File: config.mk
export PLATFORM = sky130hd
export DESIGN_NAME = ap_mult_err_scan
export DESIGN_NICKNAME = d
export VERILOG_FILES = /design/src/rtl/ap_mult_err_scan.sv
export SDC_FILE = /design/constraint.sdc
export NUM_CORES = 1
export LEC_CHECK = 0
export ABC_AREA = 1
export BUFFER_PORTS_ARGS = -buffer_cell sky130_fd_sc_hd__buf_4
export CORE_MARGIN = 8
export CORE_UTILIZATION = 60
export CTS_BUF_LIST = sky130_fd_sc_hd__clkbuf_2
export CTS_CLUSTER_SIZE = 12
export DETAILED_ROUTE_END_ITERATION = 12
export PLACE_DENSITY_LB_ADDON = 0.12
export REMOVE_ABC_BUFFERS = 1
export SETUP_SLACK_MARGIN = 0.4
export SLEW_MARGIN = 20
export SYNTH_ARGS = -nofsm -noshare
export SYNTH_HDL_FRONTEND = slang
export SYNTH_SLANG_ARGS = --single-unit
export TNS_END_PERCENT = 50
File: constraint.sdc
create_clock -name clk -period 6.05 [get_ports clk]
set_clock_uncertainty 0.1 [all_clocks]
set_input_delay 0.9075 -clock clk [delete_from_list [all_inputs] [get_ports clk]]
set_output_delay 0.9075 -clock clk [all_outputs]
set_load 0.02 [all_outputs]
File: src/rtl/ap_mult_err_scan.sv
// Exhaustive error scanner for an approximate N x N unsigned multiplier.
// Each cycle it drives one operand pair, compares the returned product with
// the exact product, and accumulates error statistics over the whole space.
module ap_mult_err_scan #(
    parameter int unsigned N       = 4,
    parameter int unsigned DUT_LAT = 0
) (
    input  logic             clk,
    input  logic             rst_n,
    input  logic             start,
    output logic             busy,
    output logic             done,
    output logic [N-1:0]     dut_a,
    output logic [N-1:0]     dut_b,
    input  logic [2*N-1:0]   dut_p,
    output logic [2*N:0]     err_cnt,
    output logic [4*N-1:0]   sum_ed,
    output logic [4*N:0]     sum_err,
    output logic [2*N-1:0]   max_ed,
    output logic [N-1:0]     worst_a,
    output logic [N-1:0]     worst_b
);

    localparam int unsigned W  = 2 * N;
    localparam int unsigned SW = W + 1;
    localparam logic [W-1:0] IdxLast   = '1;
    localparam logic [1:0]   DrainLast = (DUT_LAT == 0) ? 2'd0 : 2'(DUT_LAT - 1);

    typedef enum logic [1:0] {StIdle, StRun, StDrain, StDone} state_e;

    state_e         state_q, state_d;
    logic [W-1:0]   idx_q, idx_d;
    logic [1:0]     drain_q, drain_d;
    logic [W:0]     err_cnt_q, err_cnt_d;
    logic [2*W-1:0] sum_ed_q, sum_ed_d;
    logic [2*W:0]   sum_err_q, sum_err_d;
    logic [W-1:0]   max_ed_q, max_ed_d;
    logic [N-1:0]   worst_a_q, worst_a_d;
    logic [N-1:0]   worst_b_q, worst_b_d;

    logic           issue;
    logic           clear;
    logic [SW-1:0]  stage_in;
    logic           cmp_vld;
    logic [N-1:0]   cmp_a;
    logic [N-1:0]   cmp_b;
    logic [W-1:0]   exact;
    logic [W:0]     diff;
    logic [W-1:0]   ed;

    assign issue    = (state_q == StRun);
    assign clear    = start && ((state_q == StIdle) || (state_q == StDone));
    // The index register doubles as the registered operand outputs.
    assign stage_in = {issue, idx_q};

    // Tag each issued pair so it meets its product DUT_LAT cycles later
    if (DUT_LAT == 0) begin : g_no_dly
        assign {cmp_vld, cmp_a, cmp_b} = stage_in;
    end else begin : g_dly
        logic [SW-1:0] dly_q [DUT_LAT];

        // Shift register of {valid, a, b}
        always_ff @(posedge clk or negedge rst_n) begin
            if (!rst_n) begin
                for (int i = 0; i < int'(DUT_LAT); i++) dly_q[i] <= '0;
            end else begin
                dly_q[0] <= stage_in;
                for (int i = 1; i < int'(DUT_LAT); i++) dly_q[i] <= dly_q[i-1];
            end
        end

        assign {cmp_vld, cmp_a, cmp_b} = dly_q[DUT_LAT-1];
    end

    // Next-state and scan-index sequencing
    always_comb begin
        state_d = state_q;
        idx_d   = idx_q;
        drain_d = drain_q;
        case (state_q)
            StIdle, StDone: begin
                if (start) begin
                    state_d = StRun;
                    idx_d   = '0;
                end else if (state_q == StDone) begin
                    state_d = StIdle;
                end
            end
            StRun: begin
                if (idx_q == IdxLast) begin
                    // Hold the last pair on the operand outputs.
                    state_d = (DUT_LAT == 0) ? StDone : StDrain;
                    drain_d = '0;
                end else begin
                    idx_d = idx_q + 1'b1;
                end
            end
            StDrain: begin
                if (drain_q == DrainLast) state_d = StDone;
                else                      drain_d = drain_q + 1'b1;
            end
            default: state_d = StIdle;
        endcase
    end

    assign exact = W'(cmp_a) * W'(cmp_b);
    assign diff  = {1'b0, dut_p} - {1'b0, exact};
    assign ed    = diff[W] ? (exact - dut_p) : (dut_p - exact);

    // Statistic accumulation; an accepted start clears everything
    always_comb begin
        err_cnt_d = err_cnt_q;
        sum_ed_d  = sum_ed_q;
        sum_err_d = sum_err_q;
        max_ed_d  = max_ed_q;
        worst_a_d = worst_a_q;
        worst_b_d = worst_b_q;
        if (clear) begin
            err_cnt_d = '0;
            sum_ed_d  = '0;
            sum_err_d = '0;
            max_ed_d  = '0;
            worst_a_d = '0;
            worst_b_d = '0;
        end else if (cmp_vld) begin
            err_cnt_d = err_cnt_q + {{W{1'b0}}, |ed};
            sum_ed_d  = sum_ed_q + {{W{1'b0}}, ed};
            sum_err_d = sum_err_q + {{W{diff[W]}}, diff};
            // Strict compare keeps the earliest pair on ties.
            if (ed > max_ed_q) begin
                max_ed_d  = ed;
                worst_a_d = cmp_a;
                worst_b_d = cmp_b;
            end
        end
    end

    // State and statistics registers
    always_ff @(posedge clk or negedge rst_n) begin
        if (!rst_n) begin
            state_q   <= StIdle;
            idx_q     <= '0;
            drain_q   <= '0;
            err_cnt_q <= '0;
            sum_ed_q  <= '0;
            sum_err_q <= '0;
            max_ed_q  <= '0;
            worst_a_q <= '0;
            worst_b_q <= '0;
        end else begin
            state_q   <= state_d;
            idx_q     <= idx_d;
            drain_q   <= drain_d;
            err_cnt_q <= err_cnt_d;
            sum_ed_q  <= sum_ed_d;
            sum_err_q <= sum_err_d;
            max_ed_q  <= max_ed_d;
            worst_a_q <= worst_a_d;
            worst_b_q <= worst_b_d;
        end
    end

    assign busy    = (state_q == StRun) || (state_q == StDrain);
    assign done    = (state_q == StDone);
    assign dut_a   = idx_q[W-1:N];
    assign dut_b   = idx_q[N-1:0];
    assign err_cnt = err_cnt_q;
    assign sum_ed  = sum_ed_q;
    assign sum_err = sum_err_q;
    assign max_ed  = max_ed_q;
    assign worst_a = worst_a_q;
    assign worst_b = worst_b_q;

endmodule

Word-level counts from Yosys, hierarchy flattened
Index checks and enable logic that the tools add are counted.

Word-level logic and storage cells: 71. Register bits: 70. Output and inout port bits: 68. Input port bits: 11.

Reduce and logical (&&, ||, !) cells: 15. Equality and inequality tests: 10. Add/sub/neg operators: 8. Mux-type cells: 27. Order comparisons: 1. Multipliers: 1.

Operators by type and width (number): $mux W8 (6); $mux W17 (2); $mux W16 (2); $mux W4 (6); $mux W9 (2); $add A17 B17 Y17 (1); $add A16 B8 Y16 (1); $pmux W8 S2 (1); $sub A8 B8 Y8 (2); $mux W2 (6); $add A9 B1 Y9 (1); $reduce_and A3 Y1 (3); $sub A8 B8 Y9 (1); $add A8 B1 Y8 const B (1); $eq A8 B8 Y1 const B (1); $gt A8 B8 Y1 (1); $mul A4 B4 Y8 (1); $ne A2 B2 Y1 const B (4); $reduce_bool A2 Y1 (4); $reduce_or A8 Y1 (1); $pmux W2 S3 (1); $eq A2 B2 Y1 const B (2); $logic_not A2 Y1 (2); $pmux W2 S2 (1); 8 further kinds (9).

Logic depth before layout (Yosys ltp)
Gate-level depths: netlist (run 1).

Depth after elaboration: 7. Depth in mapped cells: 31. Depth with buffers taken out: 30.

Worst setup path after synthesis (run 1)
No wires, ideal clock.

Path type: reg2reg. Start: register idx_q[4]. End: register max_ed_q[6], in the netlist max_ed[6]. Library setup time: 130 ps. Arrival time: 5144 ps. Period minus slack after synthesis: 5374 ps. Path buffers: 2. Stages on the path, launching flop included: 29. Setup slack: 676 ps. Required time: 5820 ps. Cell sequence: dfrtp_1 -> nand2_1 -> fa_1 -> inv_1 -> fa_1 -> inv_1 -> fa_1 -> o21ai_0 -> xnor2_1 -> inv_1 -> ha_1 -> nand2_1 -> inv_1 -> a21oi_4 -> nand2_2 -> buf_6 -> nand2_1 -> a21boi_0 -> inv_1 -> ha_1 -> nand2_1 -> nor2_1 -> nand3_1 -> nor2_1 -> a21oi_1 -> nand2_2 -> buf_6 -> nand3_1 -> o21ai_2.

Longest elaborated chain between the ends: 6. Elaborated cells between the ends (all ways): 11. Classes of those cells: 3 x add/sub; 1 x mul; 1 x order compare; 4 x mux; 2 x reduce/logical.

RTL lines: start: declaration (line 32) `logic [W-1:0] idx_q, idx_d;`; start signal: assignment (line 152) `idx_q <= idx_d;`; $mul A4 B4 Y8 * (line 106) `assign exact = W'(cmp_a) * W'(cmp_b);`; $sub A8 B8 Y8 or $sub A8 B8 Y9 (tied branches) (line 108, 107); $mux W8 * (line 108) `assign ed = diff[W] ? (exact - dut_p) : (dut_p - exact);`; $gt A8 B8 Y1 or $mux W8 (tied branches) (line 130) `if (ed > max_ed_q) begin`; $reduce_bool A2 Y1 (no line) or $mux W8 (tied branches); $reduce_and A2 Y1 (no line) or $mux W8 (tied branches); end signal: assignment (line 157) `max_ed_q <= max_ed_d;`; end: declaration (line 37) `logic [W-1:0] max_ed_q, max_ed_d;`.

Every way passes the cells marked *; elsewhere a longest branch is shown, timed or not. The select of a mux whose other input is x is not followed. A chain may end at the register's enable or synchronous reset.

Final worst setup path (run 1)
Start: register idx_q[4]. End: register worst_b_q[2], in the netlist worst_b[2].

Longest elaborated chain between the ends: 6. Elaborated cells between the ends (all ways): 8. Classes of those cells: 3 x add/sub; 1 x mul; 1 x order compare; 1 x mux; 2 x reduce/logical.

RTL lines: $mul A4 B4 Y8 * (line 106); $sub A8 B8 Y8 or $sub A8 B8 Y9 (tied branches) (line 108, 107); $mux W8 * (line 108); $gt A8 B8 Y1 * (line 130); $reduce_bool A2 Y1 (no line) *; $reduce_and A2 Y1 (no line) *; end signal: assignment (line 159) `worst_b_q <= worst_b_d;`; end: declaration (line 39) `logic [N-1:0] worst_b_q, worst_b_d;`.

Every way passes the cells marked *; elsewhere a longest branch is shown, timed or not.

==> impl_metrics.ini, run 1 <==
[outcome]
status = complete, no violations

[detailed_routing]
ant_nets = 0
firstDrtPassIters = 5
vias = 5190
avgViaCountPerCell = 5.49
drtIter0Drc = 331
drc = 0
wl_per_cell_um = 15.1
drt-total-wl_mm = 14.3

[timing]
tightestPinTransition_ns = 0.901
max_freq_mhz = 184
finalMaxSlewViolations = 0
hold_violations = 0
setup_ws_ns = 0.602
rsz0062_at_grt = true
tns_ns = 0
setup_viol = 0
timing.final.crit_period_ns = 5.45
fin_crit_sh = 0.901
hold_ws_ns = 0.351
relSlewSlack = 0.399

[power]
pwr-share-clk = 0.109
p_total_mw = 2.49
pwr-share-seq = 0.289
intPower_mw = 1.19
p_sw_frac = 0.521
power_density_nw_per_um2 = 379
p_switching_mw = 1.30
worst_ir_drop_vdd_uv = 420
leakagePower_nw = 3.54
combPwrFrac = 0.602

[global_route]
antenna_found_initial = 0
overflow = 0
grt.total_usage = 0.229
grt_max_degree = 71
grt_first_pass_wirelength_mm = 23.9
grt_pass1_vias = 5075

[placed_design]
dp_hpwl_mm = 10.9
port_buffers = 78
place_ws_ns = 0.150
dpl_cell_area_um2 = 6270
gp_congestion = 0.931

[critical_path]
path_class = flop to flop
timing.rr.start = idx_q[4]
cp.arrival_ns = 5.81
cp.required_ns = 6.41
startpoint_type = flop
cp_max_fo = 13
cp_common_cell = nand2_1
rr_worst_depth = 29
worst_r2r_endpoint = worst_b[2]
slowest_delay_ns = 0.55
cpMaxStageDelayCell = fa_1
endpoint_kind = flop
r2r_slack_ns = 0.60

[clocking]
tritoncts = built
cts_root_buf = clkbuf_2
h-tree-depth = 3
clock_sinks = 70
numCtsBuffers = 9
clock_latency_ns = 0.54
clk_path_buf_depth = 2
clk_pin_slew_ns = 0.26
ctsHoldBuffers = 0

[logic_synthesis]
synth_cell_types = 42
yosysWarnings = 0
synth-async-reset-ratio = 1.00
synth-edff-count = 0
synth.cell_area_um2 = 5590
synth_cells = 741
yosys_most_used_dff = dfrtp_1
ys_seq_area_frac = 0.313
synth_seq_cells = 70
avgSynthCellArea_um2 = 7.55

[finish]
drive_gt1_frac = 0.199
fin_area_um2 = 6580
antennaDiodeCount = 0
fillers = 752
area_delta_synth_final_pct = 17.6
nets = 914

[floorplanning]
io_pins = 79
dieArea_um2 = 12700
die_h_um = 113
core.rowCount = 35
core_um2 = 9150
start_util = 0.611
die_w_um = 113

[hold_path]
hp-class = input pin to async pin

[flow_run]
maxCapViolations = 0
per-layer routing:
layer / GRT usage / wire length [um]
met1: 0.283 / 6070
met2: 0.388 / 7030
met3: 0.0510 / 876
met4: 0.0701 / 331
met5: 0 / 0
cell usage after synthesis, types with 3 or more instances:
cell,number,area share
nand4_1,4,0.0045
o21a_1,3,0.0040
a211oi_1,3,0.0040
xor2_1,15,0.023
nand3_1,42,0.038
ha_1,66,0.15
nand2_2,7,0.0078
nand2_4,4,0.0081
xnor2_1,6,0.0094
o31ai_1,4,0.0054
dfrtp_1,70,0.31
inv_1,113,0.076
a21oi_1,56,0.050
nor2_1,58,0.039
a22o_1,4,0.0063
nor3_1,10,0.0089
clkbuf_1,5,0.0034
buf_6,5,0.010
nand2_1,154,0.10
a21o_1,3,0.0040
fa_1,7,0.025
o21ai_2,11,0.017
o21ai_0,63,0.056
critical path, delay by kind of cell (launching register included):
family          cells  cell delay (ns)
simple gates       12             1.26
fa+ha+maj           5             1.99
compound gates      6             0.81
flops               1             0.47
xor+xnor            1             0.17
buf+inv             5             0.57
worst max path at each step:
stage / startpoint / depth (start not counted) / endpoint
floorplan: idx_q[4] / 25 / max_ed[0]
global placement: idx_q[4] / 26 / max_ed[5]
detailed placement: idx_q[4] / 26 / max_ed[1]
CTS: idx_q[3] / 28 / sum_ed[12]
global route: idx_q[4] / 29 / sum_ed[12]
finish: idx_q[4] / 29 / worst_b[2]
metrics by stage:
stage,util,instances
after floorplan,-,726
after global placement,0.685,922
after detailed placement,0.685,922
after CTS,0.700,940
after global routing,0.719,946
final,0.719,946
final cells by class:
cell class                 count  area [um2]  area share
clock buffer                   9        45.0     0.00685
clock inverter                 7        61.3     0.00932
inverter                     115         437      0.0664
multi-input combinational    542        3440       0.523
sequential                    70        1760       0.267
tap                          111         139      0.0211
timing repair buffer          92         698       0.106
repair_timing:
| action | 4_1_cts | 5_1_grt |
|---|---|---|
| endpoints found under the hold margin | 0 | 0 |
| pin swaps | 1 | 7 |
| resized for setup | 4 | 35 |
| gates cloned | 0 | 1 |
| setup endpoints to repair | 20 | 41 |
| setup buffers | 2 | 5 |
flip-flops by register name, indices dropped and copies added, names as in the netlist:
register  count
sum_err      17
drain_q       2
worst_a       4
sum_ed       16
err_cnt       9
state_q       2
max_ed        8
idx_q         8
worst_b       4
cell families (layout without fill, tap and decap cells):
logic type	after synthesis	count (layout)	synth area share
AND/OR/NAND/NOR	289	290	0.223
adder cells (fa/ha/maj)	73	73	0.173
buffers and inverters	130	223	0.0951
flip-flops	70	70	0.313
AO/OA/AOI/OAI	158	158	0.164
XOR/XNOR	21	21	0.0329
power by group through the flow:
stage	sequential, mW	combinational, mW	clock, mW
CTS	0.718	1.45	0.276
global route	0.739	1.67	0.294
floorplan	0.828	0.823	0
finish	0.721	1.50	0.272
global placement	0.726	1.39	0
detailed placement	0.728	1.42	0
layout by cell type, fill, tap and decap left out, drive strengths merged, types with 3 or more instances in the layout:
cell / instances
fa: 7
nand2: 165
nor3: 10
o21a: 3
inv: 119
dfrtp: 70
a22o: 4
clkbuf: 9
nand3: 45
nor2: 60
buf: 92
o31ai: 4
a21o: 3
a211oi: 3
or2: 3
xor2: 15
a21oi: 57
xnor2: 6
nand4: 4
o21ai: 74
ha: 66
No activity file was read; power rests on OpenSTA's default activity.
==> inputs of run 2 (changes only) <==
--- a/config.mk
+++ b/config.mk
@@ -8,7 +8,7 @@
 export ABC_AREA = 1
 export BUFFER_PORTS_ARGS = -buffer_cell sky130_fd_sc_hd__buf_4
 export CORE_MARGIN = 8
-export CORE_UTILIZATION = 60
+export CORE_UTILIZATION = 65
 export CTS_BUF_LIST = sky130_fd_sc_hd__clkbuf_2
 export CTS_CLUSTER_SIZE = 12
 export DETAILED_ROUTE_END_ITERATION = 12
==> constraint.sdc (replaced) <==
create_clock -name clk -period 6.85 [get_ports clk]
set_clock_uncertainty 0.1 [all_clocks]
set_input_delay 1.0275 -clock clk [delete_from_list [all_inputs] [get_ports clk]]
set_output_delay 1.0275 -clock clk [all_outputs]
set_load 0.02 [all_outputs]
==> impl_metrics.ini, run 2 (synthesized netlist as in run 1, its figures left out) <==
[outcome]
status = complete, no violations

[timing]
setup_viol = 0
tightestPinTransition_ns = 0.890
fin_crit_sh = 0.882
hold_ws_ns = 0.434
max_freq_mhz = 165
setup_ws_ns = 0.805
timing.final.crit_period_ns = 6.05
hold_violations = 0
tns_ns = 0
rsz0062_at_grt = false
relSlewSlack = 0.406
finalMaxSlewViolations = 0

[finish]
fin_cells = 930
final_cell_mix = nand2_1 (154), inv_1 (113), buf_4 (80)
nets = 901
area_delta_synth_final_pct = 13.6
drive_gt1_frac = 0.155
largest_reg_flops = 17
multiInputGateArea_um2 = 3320
antennaDiodeCount = 0
ff_latch_area_um2 = 1750
fillers = 675
final_common_cell = nand2_1

[placed_design]
port_buffers = 78
gp_congestion = 0.919
place_ws_ns = 0.748
placed_cells_incl_taps = 914
dp_hpwl_mm = 10.6

[clocking]
clock_sinks = 70
clock_latency_ns = 0.56
clk_pin_slew_ns = 0.21
cts_root_buf = clkbuf_2
numCtsBuffers = 9
tritoncts = built
h-tree-depth = 3
clk_path_buf_depth = 2
ctsHoldBuffers = 0

[detailed_routing]
drtIter0Drc = 208
ant_nets = 0
vias = 5153
wl_per_cell_um = 14.9
avgViaCountPerCell = 5.54
firstDrtPassIters = 5
met3WireLength_um = 781
drc = 0
drt-total-wl_mm = 13.9
wl_met1_mm = 6.02
met2_length_mm = 6.85
top_layer_used = met4

[floorplanning]
die_h_um = 109
io_pins = 79
core.rowCount = 34
start_util = 0.654
core_um2 = 8550
die_w_um = 109
dieArea_um2 = 11800

[critical_path]
path_cells = nand2_1 -> fa_1 -> inv_1 -> fa_1 -> inv_1 -> fa_1 -> o21ai_0 -> xnor2_1 -> inv_1 -> ha_1 -> nand2_1 -> nor2_2 -> nand3_2 -> nand2_2 -> inv_2 -> o21ai_0 -> inv_1 -> ha_1 -> nand2_1 -> nor2_2 -> a21oi_1 -> nand2_2 -> nand3_1 -> o21ai_0
cp.required_ns = 7.16
r2r_slack_ns = 0.80
cpMaxStageDelayCell = fa_1
cp_common_cell = inv_1
cp.arrival_ns = 6.35
startpoint_type = flop
endpoint_kind = flop
path_class = flop to flop
slowest_delay_ns = 0.55
cp_max_fo = 16

[global_route]
overflow = 0
antenna_found_initial = 0
grt_max_degree = 71
grt_pass1_vias = 5015
grt_first_pass_wirelength_mm = 23.0
grt.total_usage = 0.240

[power]
worst_ir_drop_vdd_uv = 294
power_density_nw_per_um2 = 340
leakagePower_nw = 3.48

[hold_path]
hp-class = flop to flop

[flow_run]
maxCapViolations = 0
==> run 2: timing repair <==
action / in CTS / in global routing
gates resized for setup: 0 / 2
setup buffers: 0 / 0
hold endpoints to repair: 0 / 0
setup endpoints to repair: 0 / 15
==> run 2: layout make-up <==
cell class	count	area share
clock buffers	10	0.00787
clock inverters	6	0.0110
inverters	115	0.0679
multi-input cells	541	0.522
flip-flops and latches	70	0.276
well taps	108	0.0213
repair buffers	80	0.0945
==> run 2: stage by stage <==
step / power, mW / utilization / cell area (um2)
2_1_floorplan: 1.46 / - / 5490
3_3_place_gp: 1.84 / 0.729 / 6230
6_report: 2.16 / 0.743 / 6360
4_1_cts: 2.15 / 0.743 / 6350
3_5_place_dp: 1.89 / 0.729 / 6230
5_1_grt: 2.33 / 0.743 / 6360
==> run 2: final timing paths <==
| path | cells past startpoint | end | startpoint |
|---|---|---|---|
| setup / recovery | 24 | max_ed[4] | idx_q[3] |
| hold / removal | 1 | err_cnt[7] | err_cnt[7] |
| setup reg to reg | 24 | max_ed[4] | idx_q[3] |
| hold reg to reg | 1 | err_cnt[7] | err_cnt[7] |
| max in group asynchronous | 1 | idx_q[3] | rst_n |
| min in group asynchronous | 1 | sum_ed[12] | rst_n |
==> run 2: worst max-delay path: cells and delay by family (launching register included) <==
kind | cells | cell delay, ns
and+or+nand+nor | 9 | 1.30
adders and majority gates | 5 | 2.22
DFF | 1 | 0.48
xor gates and xnor gates | 1 | 0.17
buffers and inverters | 5 | 0.57
AOI/OAI and AO/OA | 4 | 1.10
==> run 2: metal layers <==
layer | vias to the layer above | track usage
li1 | 2577 | -
met1 | 2419 | 0.291
met2 | 139 | 0.418
met3 | 18 | 0.0496
met4 | 0 | 0.0782
met5 | - | 0
==> run 2: power breakdown <==
part           total [mW]  internal (mW)  switching, mW  leakage, nW
clock network       0.260         0.0878          0.172       0.0652
logic                1.26          0.440          0.823         2.48
registers           0.638          0.525          0.114        0.937
